**src/rtl/verify_pkg.sv**
```systemverilog
`default_nettype none
// ============================================================================
//  Module      : verify_pkg
//  Description : Shared constants, target byte table and FSM encoding for verify.
//  Revision    : 1.0 - initial release
// ============================================================================
package verify_pkg;

    localparam int          TARGET_LEN = 5;
    localparam int          IDX_W      = $clog2(TARGET_LEN + 1);
    localparam logic [7:0]  DELIM      = 8'h00;

    // Element 0 is the first byte expected after the opening delimiter: "Apple".
    localparam logic [TARGET_LEN-1:0][7:0] TARGET = {8'h65, 8'h6C, 8'h70, 8'h70, 8'h41};

    typedef logic [IDX_W-1:0] idx_t;

    typedef enum logic [1:0] {
        IDLE    = 2'd0,
        RECV    = 2'd1,
        WAIT_TX = 2'd2,
        STROBE  = 2'd3
    } state_t;

    function automatic logic [7:0] target_byte(input idx_t i);
        logic [7:0] b;
        b = DELIM;
        for (int k = 0; k < TARGET_LEN; k++) begin
            if (idx_t'(k) == i) b = TARGET[k];
        end
        return b;
    endfunction

endpackage
`default_nettype wire

```
**src/rtl/verify_tx_timer.sv**
```systemverilog
`default_nettype none
// ============================================================================
//  Module      : verify_tx_timer
//  Description : Down-counter that paces the verdict report; done while at zero.
//  Revision    : 1.0 - initial release
// ============================================================================
module verify_tx_timer #(
    parameter int TX_DIV = 1
) (
    input  logic clk,
    input  logic rst,
    input  logic load,
    output logic done
);

    localparam int             c_W      = $clog2(TX_DIV + 1);
    localparam logic [c_W-1:0] c_RELOAD = c_W'(TX_DIV - 1);

    logic [c_W-1:0] r_count;

    always_ff @(posedge clk) begin
        if (rst) begin
            r_count <= '0;
        end else if (load) begin
            r_count <= c_RELOAD;
        end else if (r_count != '0) begin
            r_count <= r_count - c_W'(1);
        end
    end

    assign done = (r_count == '0);

endmodule
`default_nettype wire

```
**src/rtl/verify.sv**
```systemverilog
`default_nettype none
// ============================================================================
//  Module      : verify
//  Description : Checks delimiter-framed byte streams against "Apple" and
//                reports a paced, one-cycle-strobed verdict.
//  Revision    : 1.0 - initial release
// ============================================================================
module verify
    import verify_pkg::*;
#(
    parameter int freq         = 50_000_000,
    parameter int UART_TX_baud = 115200
) (
    input  logic       clk,
    input  logic       rst,
    input  logic [7:0] ascii_char,
    input  logic       char_valid,
    output logic       sequence_valid,
    output logic       output_strobe
);

    localparam int TX_DIV = freq / UART_TX_baud;

    generate
        if (TX_DIV < 1) begin : g_bad_div
            $error("verify: freq / UART_TX_baud must be at least 1");
        end
    endgenerate

    state_t r_state, w_state_nxt;
    idx_t   r_idx, w_idx_nxt;
    logic   r_ok, w_ok_nxt;
    logic   r_result, w_result_nxt;
    logic   r_seq_valid, w_seq_valid_nxt;
    logic   w_load, w_done, w_strobe, w_is_delim;

    assign w_is_delim = (ascii_char == DELIM);

    verify_tx_timer #(
        .TX_DIV (TX_DIV)
    ) u_tx_timer (
        .clk  (clk),
        .rst  (rst),
        .load (w_load),
        .done (w_done)
    );

    always_ff @(posedge clk) begin
        if (rst) begin
            r_state     <= IDLE;
            r_idx       <= '0;
            r_ok        <= 1'b1;
            r_result    <= 1'b0;
            r_seq_valid <= 1'b0;
        end else begin
            r_state     <= w_state_nxt;
            r_idx       <= w_idx_nxt;
            r_ok        <= w_ok_nxt;
            r_result    <= w_result_nxt;
            r_seq_valid <= w_seq_valid_nxt;
        end
    end

    always_comb begin
        w_state_nxt     = r_state;
        w_idx_nxt       = r_idx;
        w_ok_nxt        = r_ok;
        w_result_nxt    = r_result;
        w_seq_valid_nxt = r_seq_valid;
        w_load          = 1'b0;
        w_strobe        = 1'b0;

        case (r_state)
            IDLE: begin
                if (char_valid && w_is_delim) begin
                    w_idx_nxt   = '0;
                    w_ok_nxt    = 1'b1;
                    w_state_nxt = RECV;
                end
            end

            RECV: begin
                if (char_valid) begin
                    if (!w_is_delim) begin
                        // idx stops at TARGET_LEN; any extra byte just clears ok.
                        if ((r_idx < idx_t'(TARGET_LEN)) && (ascii_char == target_byte(r_idx))) begin
                            w_idx_nxt = r_idx + idx_t'(1);
                        end else begin
                            w_ok_nxt = 1'b0;
                        end
                    end else if (!((r_idx == '0) && r_ok)) begin
                        // A back-to-back delimiter pair is an empty frame and just restarts.
                        w_result_nxt = r_ok && (r_idx == idx_t'(TARGET_LEN));
                        w_load       = 1'b1;
                        w_state_nxt  = WAIT_TX;
                    end
                end
            end

            WAIT_TX: begin
                if (w_done) begin
                    w_seq_valid_nxt = r_result;
                    w_state_nxt     = STROBE;
                end
            end

            STROBE: begin
                w_strobe    = 1'b1;
                w_state_nxt = IDLE;
            end

            default: begin
                w_state_nxt = IDLE;
            end
        endcase
    end

    assign output_strobe  = w_strobe;
    assign sequence_valid = r_seq_valid;

endmodule
`default_nettype wire

```
**config.mk**
```make
export PLATFORM = sky130hd
export DESIGN_NAME = verify
export DESIGN_NICKNAME = d
export VERILOG_FILES = /design/src/rtl/verify_pkg.sv /design/src/rtl/verify_tx_timer.sv /design/src/rtl/verify.sv
export SDC_FILE = /design/constraint.sdc
export NUM_CORES = 1
export LEC_CHECK = 0
export CAP_MARGIN = 10
export CORE_UTILIZATION = 60
export DETAILED_ROUTE_END_ITERATION = 8
export PLACE_DENSITY = 0.84
export SLEW_MARGIN = 10
export SYNTH_ARGS = -nofsm -noshare
export SYNTH_HDL_FRONTEND = slang
export SYNTH_SLANG_ARGS = --single-unit
export TNS_END_PERCENT = 30
```
**constraint.sdc**
```tcl
create_clock -name clk -period 6.5 [get_ports clk]
set_clock_uncertainty 0.2 [all_clocks]
set_input_delay 1.3 -clock clk [delete_from_list [all_inputs] [get_ports clk]]
set_output_delay 1.3 -clock clk [all_outputs]
set_load 0.01 [all_outputs]
```
==> results of run 1 <==
==> routing by layer <==
| metal | global-route usage, % | share of wire (%) | vias up |
|---|---|---|---|
| met2 | 48.3 | 51 | 23 |
| met5 | 0 | 0 | - |
| li1 | - | - | 549 |
| met1 | 34.9 | 45 | 531 |
| met4 | 9.14 | 0.88 | 0 |
| met3 | 6.15 | 3.2 | 4 |
==> sequential cells by signal, summed over array words and instances (netlist names) <==
name	count
u_tx_timer.r_count	9
r_idx	3
r_state	2
r_ok	1
r_result	1
sequence_valid	1
==> kinds of logic (layout without fill, tap and decap cells) <==
| family | count (synthesis) | count (layout) |
|---|---|---|
| xor+xnor | 9 | 9 |
| buf+inv | 15 | 26 |
| flops | 17 | 17 |
| fa+ha+maj | 13 | 13 |
| compound gates | 31 | 31 |
| mux | 3 | 3 |
| simple gates | 54 | 54 |
==> placed cells by master, fill, tap and decap left out, types with 6 or more instances in the layout <==
cell             netlist  final
a21oi_1               11     11
clkdlybuf4s50_1        0     12
dfxtp_1               17     17
ha_1                  13     13
inv_1                 10     10
nand2_1                6      6
nand3_1                6      6
nand4_1                6      6
nor2_1                10     10
nor3_1                 8      8
==> area by class of cell <==
class                   count  area share, %
clock buffers               4           1.91
inverters                  10           2.73
multi-input cells         110           59.6
flip-flops and latches     17           24.7
well taps                  25           2.27
repair buffers             12           8.74
==> power breakdown <==
group	internal [mW]	leakage (nW)	switching, mW
combinational	0.0934	0.366	0.106
sequential	0.129	0.139	0.0286
clock	0.0239	0.0150	0.0345
total	0.247	0.520	0.169
==> cells in the mapped netlist (3+ instances only) <==
library cell	count	area, um2
nand3_1	6	30.0
a21oi_1	11	55.1
xnor2_1	4	35.0
dfxtp_1	17	340
nor3_1	8	40.0
nor2_1	10	37.5
xor2_1	5	43.8
mux2i_1	3	30.0
nand4_1	6	37.5
inv_1	10	37.5
nor2b_1	3	18.8
o21ai_0	3	15.0
ha_1	13	163
nand2_1	6	22.5
==> worst paths after layout <==
path	endpoint	slack [ps]
max reg2reg	r_idx[1]	3740
min reg2reg	r_result	270
min	r_result	270
max	r_idx[1]	3190
==> worst max-delay path, stage by stage <==
cell	delay [ps]
clkdlybuf4s50_1	440
xor2_1	190
a2111oi_0	480
o2111ai_1	230
a311o_1	340
nor2_2	190
a32o_1	180
==> impl_metrics.tcl, run 1 <==
set metrics [dict create \
    hpwlAfterDp_mm 2.12 \
    synth_adder_area_share_pct 13.3 \
    synth_top_family_by_area "simple AND/OR/NAND/NOR gates" \
    power_mw 0.416 \
    fmax_ghz 0.302 \
    stdcell_count 178 \
    fill_cells 140 \
    crit_arrival_ps 3350 \
    maxSlewHeadroom_pct 59.1 \
    netlist-cell-type-count 42 \
    drtPass1Iterations 4 \
    cts_hold_buf 0 \
    drive_gt1_share_pct 8.50 \
    multiInputGateArea_um2 820 \
    insertion_delay_ps 300 \
    critPathLaunch "ascii_char[0]" \
    synth_simple_gate_area_share_pct 25.9 \
    fin_setup_tns_ps 0 \
    clk_pin_slew_ps 100 \
    setup.worst_path.start_class "primary input" \
    vias 1107 \
    ff_latch_area_um2 340 \
    core_um2 1820 \
    grt.overflow.total 0 \
    cts_buffers 3 \
    async_reset_ff_share_pct 0 \
    leakage_nw 0.520 \
    fin_util_pct 75.5 \
    cts-root-buf "clkbuf_4" \
    min_from "r_result" \
    wl_per_cell_um 14.7 \
    gp_congestion 0.872 \
    viasPerCell 6.22 \
    post-route-period-util_pct 50.9 \
    power-per-cell-area_nw_per_um2 303 \
    yosysWarnings 0 \
    cts_resized 0 \
    syn_area_per_cell_um2 8.59 \
    outcome "completed" \
    cp_max_fo 3 \
    rows 15 \
    min_path_cells 2 \
    synthXorXnorAreaFrac_pct 6.46 \
    cts.sinks 17 \
    path_class "in2reg" \
    grt_pass1_vias 1010 \
    die_h_um 47.1 \
    grt_start_max_net_pins 18 \
    fin_nets 178 \
    antenna_cells 0 \
    placedCellCount 174 \
    cts-htree-levels 1 \
    syn_to_final_growth_pct 12.7 \
    cts_setup_buffers 0 \
    start_util_pct 67.0 \
    worstMarginPinSlew_ps 612 \
    drc 0 \
    min-delay-path-class "reg2reg" \
    antenna_found_initial 0 \
    rr_worst_depth 8 \
    setup_violations 0 \
    max_cap_viol_count 0 \
    r2r-start "r_idx[0]" \
    end_kind "register" \
    hold_viol_final 0 \
    synth.cell_area_um2 1220 \
    antenna_left 0 \
    min_period_ps 3310 \
    final_max_slew_viol_count 0 \
    wirelength_mm 2.62 \
    drtIter0Drc 24 \
    dpl_worst_slack_ps 2860 \
    fin_ws_ps 3190 \
    die_area_um2 2220 \
    clock_path_buffers 2 \
    synth.net_count 166 \
    io_buffer_count 12 \
    synth_ff_type "dfxtp_1" \
    holdWs_ps 265 \
    placed_cell_area_um2 1350 \
    track_usage_pct 28.1 \
    fin_area_um2 1380 \
    crit_required_ps 6540 \
    cts_tree "built" \
    yosysSeqAreaShare_pct 27.9 \
    synth_compound_area_share_pct 19.0 \
    peakVddDrop_uv 236 \
    die_w_um 47.1 \
    grt_setup_unrepaired "false" \
    synth_edf_count 0 \
    grt_pass1_wl_mm 4.35 \
    ios 13 \
    synth_mux_area_share_pct 2.46 \
    syn-instance-count 142 \
    synth-seq-cells 17 \
]
Note: power is estimated with default switching activity, not from simulation.
==> run 2, diff against run 1 <==
CORE_UTILIZATION = 50   (was 60)
PLACE_DENSITY = 0.75   (was 0.84)
clock period = 2.8 ns   (was 6.5 ns; I/O delays follow)
==> impl_metrics.tcl, run 2 (same netlist as run 1, synthesis figures left out) <==
set metrics [dict create \
    final_common_cell "dfxtp_1" \
    end_kind "register" \
    largestRegisters "u_tx_timer.r_count: 9 flops, r_idx: 3 flops, r_state: 2 flops" \
    leakage_nw 0.543 \
    max_cap_viol_count 0 \
    start_util_pct 54.1 \
    fin_nets 182 \
    cts-root-buf "clkbuf_4" \
    post-route-period-util_pct 91.4 \
    hold_viol_final 0 \
    cp_max_fo 6 \
    grt_pass1_wl_mm 4.43 \
    fin_setup_tns_ps 0 \
    grt_pass1_vias 1017 \
    gp_congestion 0.793 \
    peakVddDrop_uv 530 \
    crit_family "compound AO/OA/AOI/OAI gates" \
    drtPass1Iterations 4 \
    min-delay-path-class "reg2reg" \
    grt_setup_unrepaired "false" \
    drtIter0Drc 26 \
    crit_required_ps 2840 \
    power-per-cell-area_nw_per_um2 682 \
    setup_violations 0 \
    clk_pin_slew_ps 100 \
    cts_setup_buffers 0 \
    grt_start_max_net_pins 12 \
    worstMarginPinSlew_ps 635 \
    antenna_cells 0 \
    setup.worst_path.start_class "register" \
    placed_cell_area_um2 1380 \
    cp_num_buf_inv 1 \
    core_um2 2250 \
    outcome "completed" \
    die_h_um 51.4 \
    final_max_slew_viol_count 0 \
    insertion_delay_ps 290 \
    clock_path_buffers 2 \
    drive_gt1_share_pct 11.5 \
    cpMostUsedCell "ha_1" \
    path_class "reg2reg" \
    viasPerCell 5.88 \
    drc 0 \
    grt.overflow.total 0 \
    io_buffer_count 12 \
    fin_area_um2 1410 \
    cts-htree-levels 1 \
    syn_to_final_growth_pct 15.7 \
    fmax_ghz 0.391 \
    final_cell_mix "17 x dfxtp_1, 13 x ha_1, 12 x clkdlybuf4s50_1, 11 x a21oi_1" \
    wirelength_mm 2.48 \
    antenna_found_initial 0 \
    crit_arrival_ps 2600 \
    ios 13 \
    maxSlewHeadroom_pct 56.5 \
    rows 17 \
    vias 1088 \
    slowest_stage "dfxtp_1" \
    cpPeakStageDelay_ps 430 \
    hpwlAfterDp_mm 1.98 \
    wl_per_cell_um 13.4 \
    die_area_um2 2640 \
    crit_chain "ha_1 > ha_1 > inv_1 > a2111oi_1 > o2111ai_1 > a311o_1 > nor2_2 > a32o_1" \
    cts_tree "built" \
    antenna_left 0 \
    cts_buffers 3 \
    cts_hold_buf 0 \
    die_w_um 51.4 \
    cts.sinks 17 \
    regMostFlops "u_tx_timer.r_count" \
    min_period_ps 2560 \
    largest_reg_flops 9 \
    track_usage_pct 22.2 \
]
-- run 2: cell types whose count changed in the layout (fill, tap and decap cells not counted), sizes merged --
cell	previous run	this run
clkinv	0	1
clkbuf	4	3
buf	0	4
-- run 2: power breakdown --
group | internal (mW) | leakage [nW] | switching (mW) | total (mW)
Sequential | 0.301 | 0.139 | 0.0609 | 0.361
Clock | 0.0532 | 0.0177 | 0.0771 | 0.130
Combinational | 0.219 | 0.387 | 0.252 | 0.471
-- run 2: per-layer routing --
metal	track usage, %	share of wire (%)	vias up
met5	0	0	-
met1	28.3	47	501
met3	8.04	7.0	8
met4	7.21	1.9	0
li1	-	-	545
met2	34.2	44	34
-- run 2: repair_timing --
item,in CTS,in global routing
gates resized for setup,0,1
setup endpoints to repair,0,3
hold endpoints to repair,0,0
-- run 2: cell type report --
cell class | instances | area (um2)
Sequential cell | 17 | 340
Timing Repair Buffer | 16 | 150
Clock inverter | 1 | 5.00
Tap cell | 28 | 35.0
Multi-Input combinational cell | 110 | 821
Inverter | 10 | 37.5
Fill cell | 201 | 843
Clock buffer | 3 | 22.5
-- run 2: worst paths after layout --
check              endpoint  slack (ps)           start  depth (start not counted)
min reg2reg  sequence_valid         270  sequence_valid                          2
max reg2reg        r_idx[1]         240        r_idx[0]                          8
max                r_idx[1]         240        r_idx[0]                          8
min          sequence_valid         270  sequence_valid                          2
-- run 2: per-stage QoR --
stage	total power, mW	worst slack (ps)	hold WS, ps	instances	util [%]
after floorplan	0.741	516	232	142	-
after global placement	0.817	134	244	181	61.3
after detailed placement	0.830	93.6	255	181	61.3
after CTS	0.968	198	270	185	62.5
after global routing	1.04	1.24	312	185	62.6
final	0.962	242	267	185	62.6
-- run 2: tightest hold or removal path: stages (launching register included) --
cell and delay [ps]:
dfxtp_1 320, nand2_1 50, a21oi_1 50
